`src/rtl/vga_timing_gen.sv`:
```
`default_nettype none
`timescale 1ns/1ps
// ============================================================================
//  Module   : vga_timing_gen
//  Purpose  : Parametrised video timing and test-pattern generator. Two
//             pipeline stages: stage 0 holds the raster counters, the
//             pattern mode register and the frame counter; stage 1 registers
//             every output together so sync, position, vde and colour always
//             describe the same pixel.
//  Ports    : clk        pixel-domain clock
//             rst        asynchronous active-low reset
//             en         pixel enable; nothing advances when low
//             mode       pattern select (0 solid, 1 bars, 2 checker, 3 ramp),
//                        sampled at the start of each frame
//             solid_rgb  {R,G,B} colour for mode 0
//             hsync      horizontal sync, asserted level = HS_POL
//             vsync      vertical sync, asserted level = VS_POL
//             vde        active-video flag
//             px, py     position of the pixel currently on the outputs
//             red/green/blue  pixel colour, 0 outside the active area
//             sof        one-enable pulse with pixel (0,0)
//             frame_cnt  completed frames, modulo 256
//  Revision : 1.0 - initial release
// ============================================================================
module vga_timing_gen #(
  parameter int H_ACTIVE = 640,
  parameter int H_FP     = 16,
  parameter int H_SYNC   = 96,
  parameter int H_BP     = 48,
  parameter int V_ACTIVE = 480,
  parameter int V_FP     = 10,
  parameter int V_SYNC   = 2,
  parameter int V_BP     = 33,
  parameter int HS_POL   = 0,
  parameter int VS_POL   = 0,
  parameter int CW       = 10
) (
  input  logic          clk,
  input  logic          rst,
  input  logic          en,
  input  logic [1:0]    mode,
  input  logic [23:0]   solid_rgb,
  output logic          hsync,
  output logic          vsync,
  output logic          vde,
  output logic [CW-1:0] px,
  output logic [CW-1:0] py,
  output logic [7:0]    red,
  output logic [7:0]    green,
  output logic [7:0]    blue,
  output logic          sof,
  output logic [7:0]    frame_cnt
);

  localparam int H_TOTAL = H_ACTIVE + H_FP + H_SYNC + H_BP;
  localparam int V_TOTAL = V_ACTIVE + V_FP + V_SYNC + V_BP;

  localparam int H_LAST_I   = H_TOTAL - 1;
  localparam int V_LAST_I   = V_TOTAL - 1;
  localparam int HS_BEG_I   = H_ACTIVE + H_FP;
  localparam int HS_END_I   = H_ACTIVE + H_FP + H_SYNC - 1;
  localparam int VS_BEG_I   = V_ACTIVE + V_FP;
  localparam int VS_END_I   = V_ACTIVE + V_FP + V_SYNC - 1;
  localparam int BAR_LAST_I = (H_ACTIVE / 8) - 1;

  localparam logic [CW-1:0] H_LAST   = H_LAST_I[CW-1:0];
  localparam logic [CW-1:0] V_LAST   = V_LAST_I[CW-1:0];
  localparam logic [CW-1:0] HS_BEG   = HS_BEG_I[CW-1:0];
  localparam logic [CW-1:0] HS_END   = HS_END_I[CW-1:0];
  localparam logic [CW-1:0] VS_BEG   = VS_BEG_I[CW-1:0];
  localparam logic [CW-1:0] VS_END   = VS_END_I[CW-1:0];
  localparam logic [CW-1:0] H_ACT    = H_ACTIVE[CW-1:0];
  localparam logic [CW-1:0] V_ACT    = V_ACTIVE[CW-1:0];
  localparam logic [CW-1:0] BAR_LAST = BAR_LAST_I[CW-1:0];

  localparam logic HS_ON = (HS_POL != 0);
  localparam logic VS_ON = (VS_POL != 0);

  // ---------------------------------------------------------------- stage 0
  logic [CW-1:0] r_h_cnt;
  logic [CW-1:0] r_v_cnt;
  logic [2:0]    r_bar;      // colour-bar index of r_h_cnt
  logic [CW-1:0] r_bar_w;    // position inside the current bar
  logic [1:0]    r_mode;
  logic [7:0]    r_frame;

  logic          w_h_last;
  logic          w_v_last;
  logic          w_origin;

  assign w_h_last = (r_h_cnt == H_LAST);
  assign w_v_last = (r_v_cnt == V_LAST);
  assign w_origin = (r_h_cnt == '0) && (r_v_cnt == '0);

  always_ff @(posedge clk or negedge rst) begin
    if (!rst) begin
      r_h_cnt <= '0;
      r_v_cnt <= '0;
      r_bar   <= '0;
      r_bar_w <= '0;
      r_mode  <= '0;
      r_frame <= '0;
    end else if (en) begin
      if (w_h_last) begin
        r_h_cnt <= '0;
        r_v_cnt <= w_v_last ? '0 : r_v_cnt + 1'b1;
      end else begin
        r_h_cnt <= r_h_cnt + 1'b1;
      end

      // Bar index tracks h_cnt by counting bar widths, avoiding a divider.
      if (w_h_last) begin
        r_bar   <= '0;
        r_bar_w <= '0;
      end else if (r_bar_w == BAR_LAST) begin
        r_bar   <= r_bar + 1'b1;
        r_bar_w <= '0;
      end else begin
        r_bar_w <= r_bar_w + 1'b1;
      end

      if (w_origin) begin
        r_mode <= mode;
      end

      if (w_h_last && w_v_last) begin
        r_frame <= r_frame + 1'b1;
      end
    end
  end

  // ------------------------------------------------------ output decoding
  logic        w_hs_on;
  logic        w_vs_on;
  logic        w_vde;
  logic [1:0]  w_mode_eff;
  logic [23:0] w_rgb;

  assign w_hs_on = (r_h_cnt >= HS_BEG) && (r_h_cnt <= HS_END);
  assign w_vs_on = (r_v_cnt >= VS_BEG) && (r_v_cnt <= VS_END);
  assign w_vde   = (r_h_cnt < H_ACT) && (r_v_cnt < V_ACT);

  // Pixel (0,0) is rendered on the same edge that latches the mode, so it
  // must see the incoming value for the whole frame to use one pattern.
  assign w_mode_eff = w_origin ? mode : r_mode;

  always_comb begin
    w_rgb = 24'h000000;
    if (w_vde) begin
      case (w_mode_eff)
        2'd0:    w_rgb = solid_rgb;
        // Bar order W,Y,C,G,M,R,B,K reduces to one inverted index bit
        // per colour component.
        2'd1:    w_rgb = {{8{~r_bar[1]}}, {8{~r_bar[2]}}, {8{~r_bar[0]}}};
        2'd2:    w_rgb = (r_h_cnt[5] ^ r_v_cnt[5]) ? 24'hFFFFFF : 24'h000000;
        default: w_rgb = {r_h_cnt[7:0], r_v_cnt[7:0], r_frame};
      endcase
    end
  end

  // ---------------------------------------------------------------- stage 1
  always_ff @(posedge clk or negedge rst) begin
    if (!rst) begin
      hsync     <= ~HS_ON;
      vsync     <= ~VS_ON;
      vde       <= 1'b0;
      px        <= '0;
      py        <= '0;
      red       <= '0;
      green     <= '0;
      blue      <= '0;
      sof       <= 1'b0;
      frame_cnt <= '0;
    end else if (en) begin
      hsync     <= w_hs_on ? HS_ON : ~HS_ON;
      vsync     <= w_vs_on ? VS_ON : ~VS_ON;
      vde       <= w_vde;
      px        <= r_h_cnt;
      py        <= r_v_cnt;
      red       <= w_rgb[23:16];
      green     <= w_rgb[15:8];
      blue      <= w_rgb[7:0];
      sof       <= w_origin;
      frame_cnt <= r_frame;
    end else begin
      sof       <= 1'b0;
    end
  end

endmodule
`default_nettype wire
```
`config.mk`:
```
export PLATFORM = sky130hd
export DESIGN_NAME = vga_timing_gen
export DESIGN_NICKNAME = d
export VERILOG_FILES = /design/src/rtl/vga_timing_gen.sv
export SDC_FILE = /design/constraint.sdc
export NUM_CORES = 1
export LEC_CHECK = 0
export ABC_CLOCK_PERIOD_IN_PS = 3450
export BUFFER_PORTS_ARGS = -buffer_cell sky130_fd_sc_hd__buf_2
export CAP_MARGIN = 20
export CORE_ASPECT_RATIO = 0.6
export CORE_MARGIN = 1
export CORE_UTILIZATION = 40
export CTS_CLUSTER_SIZE = 28
export DETAILED_ROUTE_END_ITERATION = 16
export PLACE_DENSITY = 0.63
export SLEW_MARGIN = 20
export SYNTH_ARGS = -nofsm -noshare
export SYNTH_HDL_FRONTEND = slang
export SYNTH_SLANG_ARGS = --single-unit
```
`constraint.sdc`:
```
create_clock -name clk -period 3.45 [get_ports clk]
set_input_delay 0.69 -clock clk [delete_from_list [all_inputs] [get_ports clk]]
set_output_delay 0.69 -clock clk [all_outputs]
set_load 0.02 [all_outputs]
```
==> results of run 1 <==
==> registers in the layout, summed over array words and instances (netlist names), 2 cells and up <==
| name | flops |
|---|---|
| r_h_cnt | 10 |
| red | 8 |
| r_frame | 8 |
| py | 10 |
| green | 8 |
| r_mode | 2 |
| px | 10 |
| r_bar | 3 |
| r_v_cnt | 10 |
| frame_cnt | 8 |
| blue | 8 |
| r_bar_w | 10 |
==> layer usage <==
| metal | part of all wire, % | wire [um] |
|---|---|---|
| met5 | 0 | 0 |
| met4 | 0.84 | 102 |
| met3 | 7.1 | 862 |
| met2 | 41 | 4942 |
| met1 | 51 | 6236 |
==> how the worst max path moves through the flow <==
stage / startpoint / to / depth (start not counted)
after floorplan: en / r_frame[7] / 8
after global placement: r_v_cnt[1] / blue[2] / 9
after detailed placement: en / r_bar[0] / 5
after CTS: r_v_cnt[0] / green[3] / 9
after global routing: r_v_cnt[0] / green[2] / 9
final: r_v_cnt[0] / green[3] / 9
==> per-stage QoR <==
step | setup WS [ns] | cells | hold slack, ns
after global placement | 0.7807 | 655 | 0.4677
after floorplan | 1.185 | 440 | 0.3944
final | 0.6360 | 671 | 0.3717
after global routing | 0.4661 | 671 | 0.4272
after CTS | 0.6646 | 671 | 0.3984
after detailed placement | 0.6984 | 655 | 0.4676
==> Yosys cell counts (7+ instances only) <==
cell type  count  area (sq um)
dfrtp_1       97          2427
o211ai_1      48         360.4
nand2_1       47         176.4
mux2_2        33         371.6
nor2_1        30         112.6
o2111ai_1     25         219.0
xnor2_1       17         148.9
buf_2         13         65.06
xor2_1        13         113.9
clkbuf_1      10         37.54
and3_1         9         56.30
inv_1          9         33.78
ha_1           8         100.1
nand3_1        8         40.04
o21ai_0        8         40.04
buf_4          7         52.55
nand4_1        7         43.79
==> logic make-up after synthesis <==
| logic type | after synthesis | share of synthesized area (%) |
|---|---|---|
| fa+ha+maj | 8 | 2.056 |
| simple gates | 125 | 13.26 |
| mux | 36 | 8.250 |
| xor+xnor | 30 | 5.397 |
| compound gates | 96 | 15.21 |
| flops | 99 | 50.94 |
| buf+inv | 46 | 4.883 |
==> layout make-up <==
class	count	area (sq um)
fillers	1096	5883
inverters	10	37.54
flip-flops and latches	99	2480
clock inverters	2	10.01
repair buffers	91	500.5
multi-input cells	295	2176
well taps	160	200.2
clock buffers	14	274.0
==> power breakdown <==
group | switching, mW | internal (mW) | leakage [nW]
Clock | 0.421 | 0.547 | 0.143
Combinational | 0.320 | 0.231 | 1.18
Sequential | 0.177 | 1.29 | 1.27
==> critical path: stages, from the launching register on <==
cell      delay, ns
dfrtp_1        0.49
inv_1          0.15
ha_1           0.25
nor4b_4        0.14
and4_4         0.20
and2_2         0.24
a31oi_4        0.67
buf_12         0.25
o211ai_1       0.09
o211ai_1       0.23
==> flow_summary_export.csv, run 1 <==
group,metric,value,unit
worst_setup_path,cp_max_fo,25,
floorplanning,rows,30,
place,dp_hpwl,8377,um
layout,drive_gt1_share,30.33,%
cts,htreeDepth,3,
synth,synth_nets,477,
hold_path,worstHoldPathType,"input port to async pin",
floorplanning,coreArea,11560,sq um
synth,async_flop_share,100.0,%
routing,drt-initial-drc-count,226,
worst_setup_path,path_class,"flip-flop to flip-flop",
synth,synth.distinct_cells,50,
layout,antenna_cells,0,
place,io_buffers,84,
cts,clkLatencyLatePin,0.35,ns
worst_setup_path,arrival,3.07,ns
power,ir_drop,0.2437,mV
sta,post-route-period-util,81.57,%
global_route,top_usage_layer,"met1",
global_route,grt_pass1_wl,19510,um
sta,worst-slew-pin-transition,0.9019,ns
synth,synth_edf_count,0,
worst_setup_path,r2r_slack,0.64,ns
sta,rsz0062_at_grt,"no",
layout,final_cell_mix,"dfrtp_1 (97), buf_2 (83), o211ai_1 (48)",
outcome,status,"completed",
sta,final.min_clock_period,2.814,ns
worst_setup_path,cp-end-kind,"flip-flop",
synth,synth_area_per_cell,11.06,sq um
synth,synth-seq-area-share,50.94,%
routing,drc,0,
synth,ys.flop_type,"dfrtp_1",
synth,syn_area,4868,sq um
sta,max_freq,355.4,MHz
power,leakagePower,2.596,nW
routing,routed-via-count,3762,
synth,synth.ff_latch_count,99,
layout,synthToLayoutAreaGrowth,16.63,%
sta,tns,0,ns
routing,first_pass_iters,5,
global_route,track_usage,20.72,%
worst_setup_path,cp.required,3.71,ns
global_route,gr-total-overflow,0,
place,gp_congestion,0.8099,
floorplanning,chipWidth,144.4,um
global_route,gr-usage-met3,5.223,%
floorplanning,die_height,87.46,um
cts,cts.sinks,99,
global_route,first_global_vias,3541,
sta,finalSetupViolations,0,
cts,cts_root_buf,"clkbuf_16",
cts,cts_hold_buf,0,
routing,ant_nets,0,
layout,finish.instance_area,5678,sq um
worst_setup_path,critPathLaunchType,"flip-flop",
floorplanning,die_area,12630,sq um
worst_setup_path,r2r_start,"r_v_cnt[0]",
layout,layout_commonest_cell,"dfrtp_1",
floorplanning,boundaryPins,85,
sta,skew,0.006083,ns
cts,cts.repair.resized,0,
global_route,grt_start_max_net_pins,53,
global_route,antenna_found_initial,0,
place,place_area,5394,sq um
worst_setup_path,r2r-end,"green[3]",
global_route,grt_util_met2,28.28,%
routing,wl_per_cell,18.10,um
power,power,2.981,mW
layout,postLayoutCoreUtil,49.11,%
power,power.density,525.0,nW/um^2
sta,relSlewSlack,39.88,%
cts,cts_tree,"built",
synth,synthCells,440,
cts,ctsLongestPathBuffers,2,
global_route,grt_use_met1,31.88,%
cts,clkTransAtPathRegs,0.07,ns
floorplanning,start_util,42.11,%
sta,hold_violations,0,
cts,cts_buffers,9,
routing,routed_wl,12140,um
cts,cts_setup_buffers,0,
layout,nets,543,
routing,viasPerCell,5.607,
worst_setup_path,ff2ff_path_depth,9,
flow_run,maxCapViolations,0,
synth,ys_warn_count,0,
sta,slew_viol_final,0,
(Power assumes the default switching activity.)
==> run 2, diff against run 1 <==
--- a/config.mk
+++ b/config.mk
@@ -5,7 +5,7 @@
 export SDC_FILE = /design/constraint.sdc
 export NUM_CORES = 1
 export LEC_CHECK = 0
-export ABC_CLOCK_PERIOD_IN_PS = 3450
+export ABC_CLOCK_PERIOD_IN_PS = 2500
 export BUFFER_PORTS_ARGS = -buffer_cell sky130_fd_sc_hd__buf_2
 export CAP_MARGIN = 20
 export CORE_ASPECT_RATIO = 0.6
@@ -13,7 +13,7 @@
 export CORE_UTILIZATION = 40
 export CTS_CLUSTER_SIZE = 28
 export DETAILED_ROUTE_END_ITERATION = 16
-export PLACE_DENSITY = 0.63
+export PLACE_DENSITY = 0.66
 export SLEW_MARGIN = 20
 export SYNTH_ARGS = -nofsm -noshare
 export SYNTH_HDL_FRONTEND = slang
==> constraint.sdc (replaced) <==
create_clock -name clk -period 2.5 [get_ports clk]
set_input_delay 0.5 -clock clk [delete_from_list [all_inputs] [get_ports clk]]
set_output_delay 0.5 -clock clk [all_outputs]
set_load 0.02 [all_outputs]
==> flow_summary_export.csv, run 2 (synthesis gave the netlist of run 1 again) <==
group,metric,value,unit
floorplanning,die_area,12630,sq um
worst_setup_path,path_class,"flip-flop to flip-flop",
routing,dr_wl_met3,928,um
routing,route.met2.wl,5221,um
power,ir_drop,0.3596,mV
routing,viasPerCell,5.543,
power,power,4.516,mW
floorplanning,die_height,87.46,um
worst_setup_path,critPathLaunchType,"flip-flop",
worst_setup_path,cp-end-kind,"flip-flop",
routing,routed.top_layer,"met4",
power,power.density,758.8,nW/um^2
sta,final.min_clock_period,2.363,ns
routing,first_pass_iters,4,
worst_setup_path,worst_path_largest_cell_delay,0.42,ns
worst_setup_path,crit_chain,"buf_4 > ha_1 > nand4_2 > nor4_4 > and2_1 > and4_4 > nand3_2 > xnor2_1",
sta,post-route-period-util,94.52,%
cts,cts_root_buf,"clkbuf_16",
place,place_area,5570,sq um
routing,drc,0,
sta,finalSetupViolations,0,
sta,max_freq,423.2,MHz
place,dp_hpwl,8671,um
global_route,first_global_vias,3693,
layout,finish.instance_area,5951,sq um
place,gp_congestion,0.8070,
sta,slew_viol_final,0,
layout,nets,566,
worst_setup_path,cp_max_fo,7,
floorplanning,start_util,42.11,%
hold_path,worstHoldPathType,"input port to async pin",
global_route,antenna_found_initial,0,
floorplanning,boundaryPins,85,
worst_setup_path,crit_buf_inv,1,
cts,ctsLongestPathBuffers,2,
worst_setup_path,slowest_stage,"dfrtp_1",
routing,met1_length,6281,um
cts,cts_tree,"built",
cts,htreeDepth,3,
place,place_ws,-0.006066,ns
floorplanning,chipWidth,144.4,um
place,io_buffers,84,
cts,cts.sinks,99,
sta,hold_violations,0,
outcome,status,"completed",
routing,routed-via-count,3847,
floorplanning,rows,30,
layout,antenna_cells,0,
sta,skew,0.006340,ns
worst_setup_path,cpLargestDelayFamily,"simple AND/OR/NAND/NOR gates",
routing,drt-initial-drc-count,234,
layout,drive_gt1_share,33.90,%
power,leakagePower,2.738,nW
routing,ant_nets,0,
sta,rsz0062_at_grt,"no",
cts,clkLatencyLatePin,0.35,ns
layout,final_cell_mix,"dfrtp_1 (97), buf_2 (83), o211ai_1 (48)",
worst_setup_path,cp.required,2.73,ns
flow_run,maxCapViolations,0,
sta,fin_ws,0.1369,ns
sta,worst-slew-pin-transition,0.7051,ns
worst_setup_path,arrival,2.60,ns
layout,layout_commonest_cell,"dfrtp_1",
cts,cts_setup_buffers,0,
global_route,grt_pass1_wl,20130,um
routing,routed_wl,12580,um
sta,tns,0,ns
cts,clkTransAtPathRegs,0.07,ns
global_route,grt_start_max_net_pins,52,
global_route,track_usage,21.58,%
floorplanning,coreArea,11560,sq um
cts,cts_buffers,9,
global_route,gr-total-overflow,0,
layout,synthToLayoutAreaGrowth,22.23,%
sta,relSlewSlack,53.00,%
routing,wl_per_cell,18.12,um
## run 2: path summary, 6_finish.rpt
check                                   from    endpoint  slack (ns)  cells after the start
worst max-delay path              r_h_cnt[1]  r_frame[7]        0.14                      8
worst min-delay path                     rst  r_bar_w[5]        0.05                      1
worst max register to register    r_h_cnt[1]  r_frame[7]        0.14                      8
worst min register to register           vde         vde        0.48                      1
max in group asynchronous                rst       vsync        1.76                      2
min in group clk                solid_rgb[3]     blue[3]        0.45                      3
## run 2: final cells by class
type	count	area, sq um
inverter	10	37.54
timing repair buffer	113	678.2
multi-input combinational	296	2203
clock buffer	10	239.0
clock inverter	6	112.6
fill	1059	5610
tap	160	200.2
sequential	99	2480
## run 2: report_power, final
part	internal (mW)	switching [mW]
Sequential	1.77	0.173
Combinational	0.396	0.548
Clock	1.01	0.619
## run 2: through the flow
| stage | instances | hold WS [ns] | utilization, % |
|---|---|---|---|
| finish | 694 | 0.05485 | 51.47 |
| global placement | 677 | 0.4313 | 48.18 |
| global route | 694 | 0.06982 | 51.47 |
| detailed placement | 677 | 0.4369 | 48.18 |
| CTS | 693 | 0.06127 | 51.22 |
| floorplan | 440 | 0.2044 | - |
## run 2: metal layers
layer	global-route usage, %	vias up
li1	-	1787
met1	32.20	1902
met2	29.98	146
met3	5.882	12
met4	6.507	0
met5	0	-
## run 2: what timing repair did
item | 4_1_cts | 5_1_grt
gates resized for setup | 0 | 3
pin swaps | 0 | 0
gates cloned | 0 | 1
setup endpoints to repair | 4 | 24
hold buffers | 0 | 0
==> run 3, diff against run 2 <==
--- a/config.mk
+++ b/config.mk
@@ -10,10 +10,10 @@
 export CAP_MARGIN = 20
 export CORE_ASPECT_RATIO = 0.6
 export CORE_MARGIN = 1
-export CORE_UTILIZATION = 40
+export CORE_UTILIZATION = 45
 export CTS_CLUSTER_SIZE = 28
 export DETAILED_ROUTE_END_ITERATION = 16
-export PLACE_DENSITY = 0.66
+export PLACE_DENSITY = 0.72
 export SLEW_MARGIN = 20
 export SYNTH_ARGS = -nofsm -noshare
 export SYNTH_HDL_FRONTEND = slang
==> flow_summary_export.csv, run 3 (synthesis gave the netlist of run 1 again) <==
group,metric,value,unit
outcome,status,"completed",
cts,cts.sinks,99,
cts,clkLatencyLatePin,0.35,ns
sta,worst-slew-pin-transition,0.4570,ns
floorplanning,boundaryPins,85,
layout,final_cell_mix,"dfrtp_1 (97), buf_2 (83), o211ai_1 (48)",
cts,htreeDepth,3,
cts,ctsLongestPathBuffers,2,
global_route,track_usage,22.84,%
global_route,grt_pass1_wl,19240,um
routing,wl_per_cell,17.56,um
global_route,grt_start_max_net_pins,37,
worst_setup_path,path_class,"flip-flop to flip-flop",
layout,fill_cells,888,
worst_setup_path,cp_max_fo,24,
sta,final.min_clock_period,2.295,ns
cts,cts_tree,"built",
layout,drive_gt1_share,33.02,%
power,ir_drop,0.3677,mV
sta,skew,0.005841,ns
place,io_buffers,84,
routing,routed_wl,11680,um
worst_setup_path,crit_cells,8,
cts,cts_root_buf,"clkbuf_16",
hold_path,worstHoldPathType,"input port to async pin",
sta,finalSetupViolations,0,
worst_setup_path,ff2ff_path_depth,8,
power,leakagePower,2.688,nW
flow_run,maxCapViolations,0,
sta,hold_violations,0,
power,power.density,732.9,nW/um^2
routing,viasPerCell,5.767,
worst_setup_path,crit_chain,"inv_1 > ha_1 > nor4b_4 > and4_4 > nand2_1 > a211o_2 > o211ai_1 > o211ai_1",
layout,seqCellArea,2480,sq um
place,place_ws,-0.05690,ns
sta,slew_viol_final,0,
routing,ant_nets,0,
floorplanning,start_util,47.75,%
layout,layout_commonest_cell,"dfrtp_1",
routing,drc,0,
routing,first_pass_iters,6,
layout,antenna_cells,0,
worst_setup_path,worst_path_largest_cell_delay,0.55,ns
floorplanning,chipWidth,136.3,um
floorplanning,coreArea,10190,sq um
worst_setup_path,cp-end-kind,"flip-flop",
layout,multi_input_area,2176,sq um
sta,post-route-period-util,91.78,%
worst_setup_path,cp.required,2.71,ns
sta,tns,0,ns
floorplanning,die_height,82.57,um
global_route,antenna_found_initial,0,
worst_setup_path,arrival,2.51,ns
layout,synthToLayoutAreaGrowth,19.30,%
cts,clkTransAtPathRegs,0.06,ns
sta,fin_ws,0.2055,ns
cts,cts_setup_buffers,0,
global_route,first_global_vias,3703,
routing,drt-initial-drc-count,245,
place,dp_hpwl,8427,um
cts,cts_buffers,9,
place,place_area,5492,sq um
worst_setup_path,slowest_stage,"a211o_2",
layout,nets,562,
worst_setup_path,crit_buf_inv,1,
sta,max_freq,435.8,MHz
floorplanning,rows,28,
worst_setup_path,crit_top_cell,"o211ai_1",
place,gp_congestion,0.8551,
worst_setup_path,critPathLaunchType,"flip-flop",
floorplanning,die_area,11250,sq um
layout,finish.instance_area,5808,sq um
sta,relSlewSlack,69.21,%
global_route,gr-total-overflow,0,
routing,routed-via-count,3835,
worst_setup_path,cpLargestDelayFamily,"compound AO/OA/AOI/OAI gates",
sta,rsz0062_at_grt,"no",
[run 3: cell count changes in the layout (fill, tap and decap cells not counted), sizes merged]
cell,before,now
clkbuf,10,13
buf,113,110
o31ai,3,2
bufinv,3,1
clkinvlp,3,2
[run 3: final timing paths]
check,start,endpoint,slack (ns)
max in group asynchronous,rst,hsync,1.75
min,rst,py[4],0.09
max reg2reg,r_v_cnt[0],blue[2],0.21
min in group clk,solid_rgb[6],blue[6],0.45
max,r_v_cnt[0],blue[2],0.21
min reg2reg,vde,vde,0.49
[run 3: repair_timing]
item | 4_1_cts | 5_1_grt
resized for setup | 1 | 0
hold buffers | 0 | 0
endpoints found under the setup margin | 24 | 0
[run 3: stage by stage]
| stage | util [%] | power (mW) | std cells | hold slack [ns] |
|---|---|---|---|---|
| 2_1_floorplan | - | 2.520 | 440 | 0.2044 |
| 3_3_place_gp | 53.87 | 2.808 | 649 | 0.4615 |
| 3_5_place_dp | 53.87 | 2.840 | 649 | 0.4701 |
| 4_1_cts | 56.97 | 4.288 | 665 | 0.09774 |
| 5_1_grt | 56.97 | 4.461 | 665 | 0.1107 |
| 6_report | 56.97 | 4.257 | 665 | 0.08659 |
[run 3: final cells by class]
type	instances	share of cell area [%]
multi-input cells	295	37.46
repair buffers	110	10.86
flip-flops and latches	99	42.70
clock inverters	3	0.7755
inverters	10	0.6463
clock buffers	13	4.653
well taps	135	2.908
[run 3: metal layers]
metal	up-vias	track usage, %	share of wire [%]
li1	1780	-	-
met5	-	0	0
met1	1898	33.14	50
met4	0	7.111	1.5
met3	17	5.250	6.7
met2	140	33.81	42
[run 3: power by group]
part | internal (mW) | switching, mW
logic | 0.349 | 0.518
clock network | 0.858 | 0.578
registers | 1.78 | 0.179
[run 3: worst register-to-register path: cells and delay by family, from the launching register on]
family          cells  cell delay (ns)
flops               1             0.43
fa+ha+maj           1             0.16
buf+inv             1             0.15
simple gates        3             0.58
compound gates      3             0.84
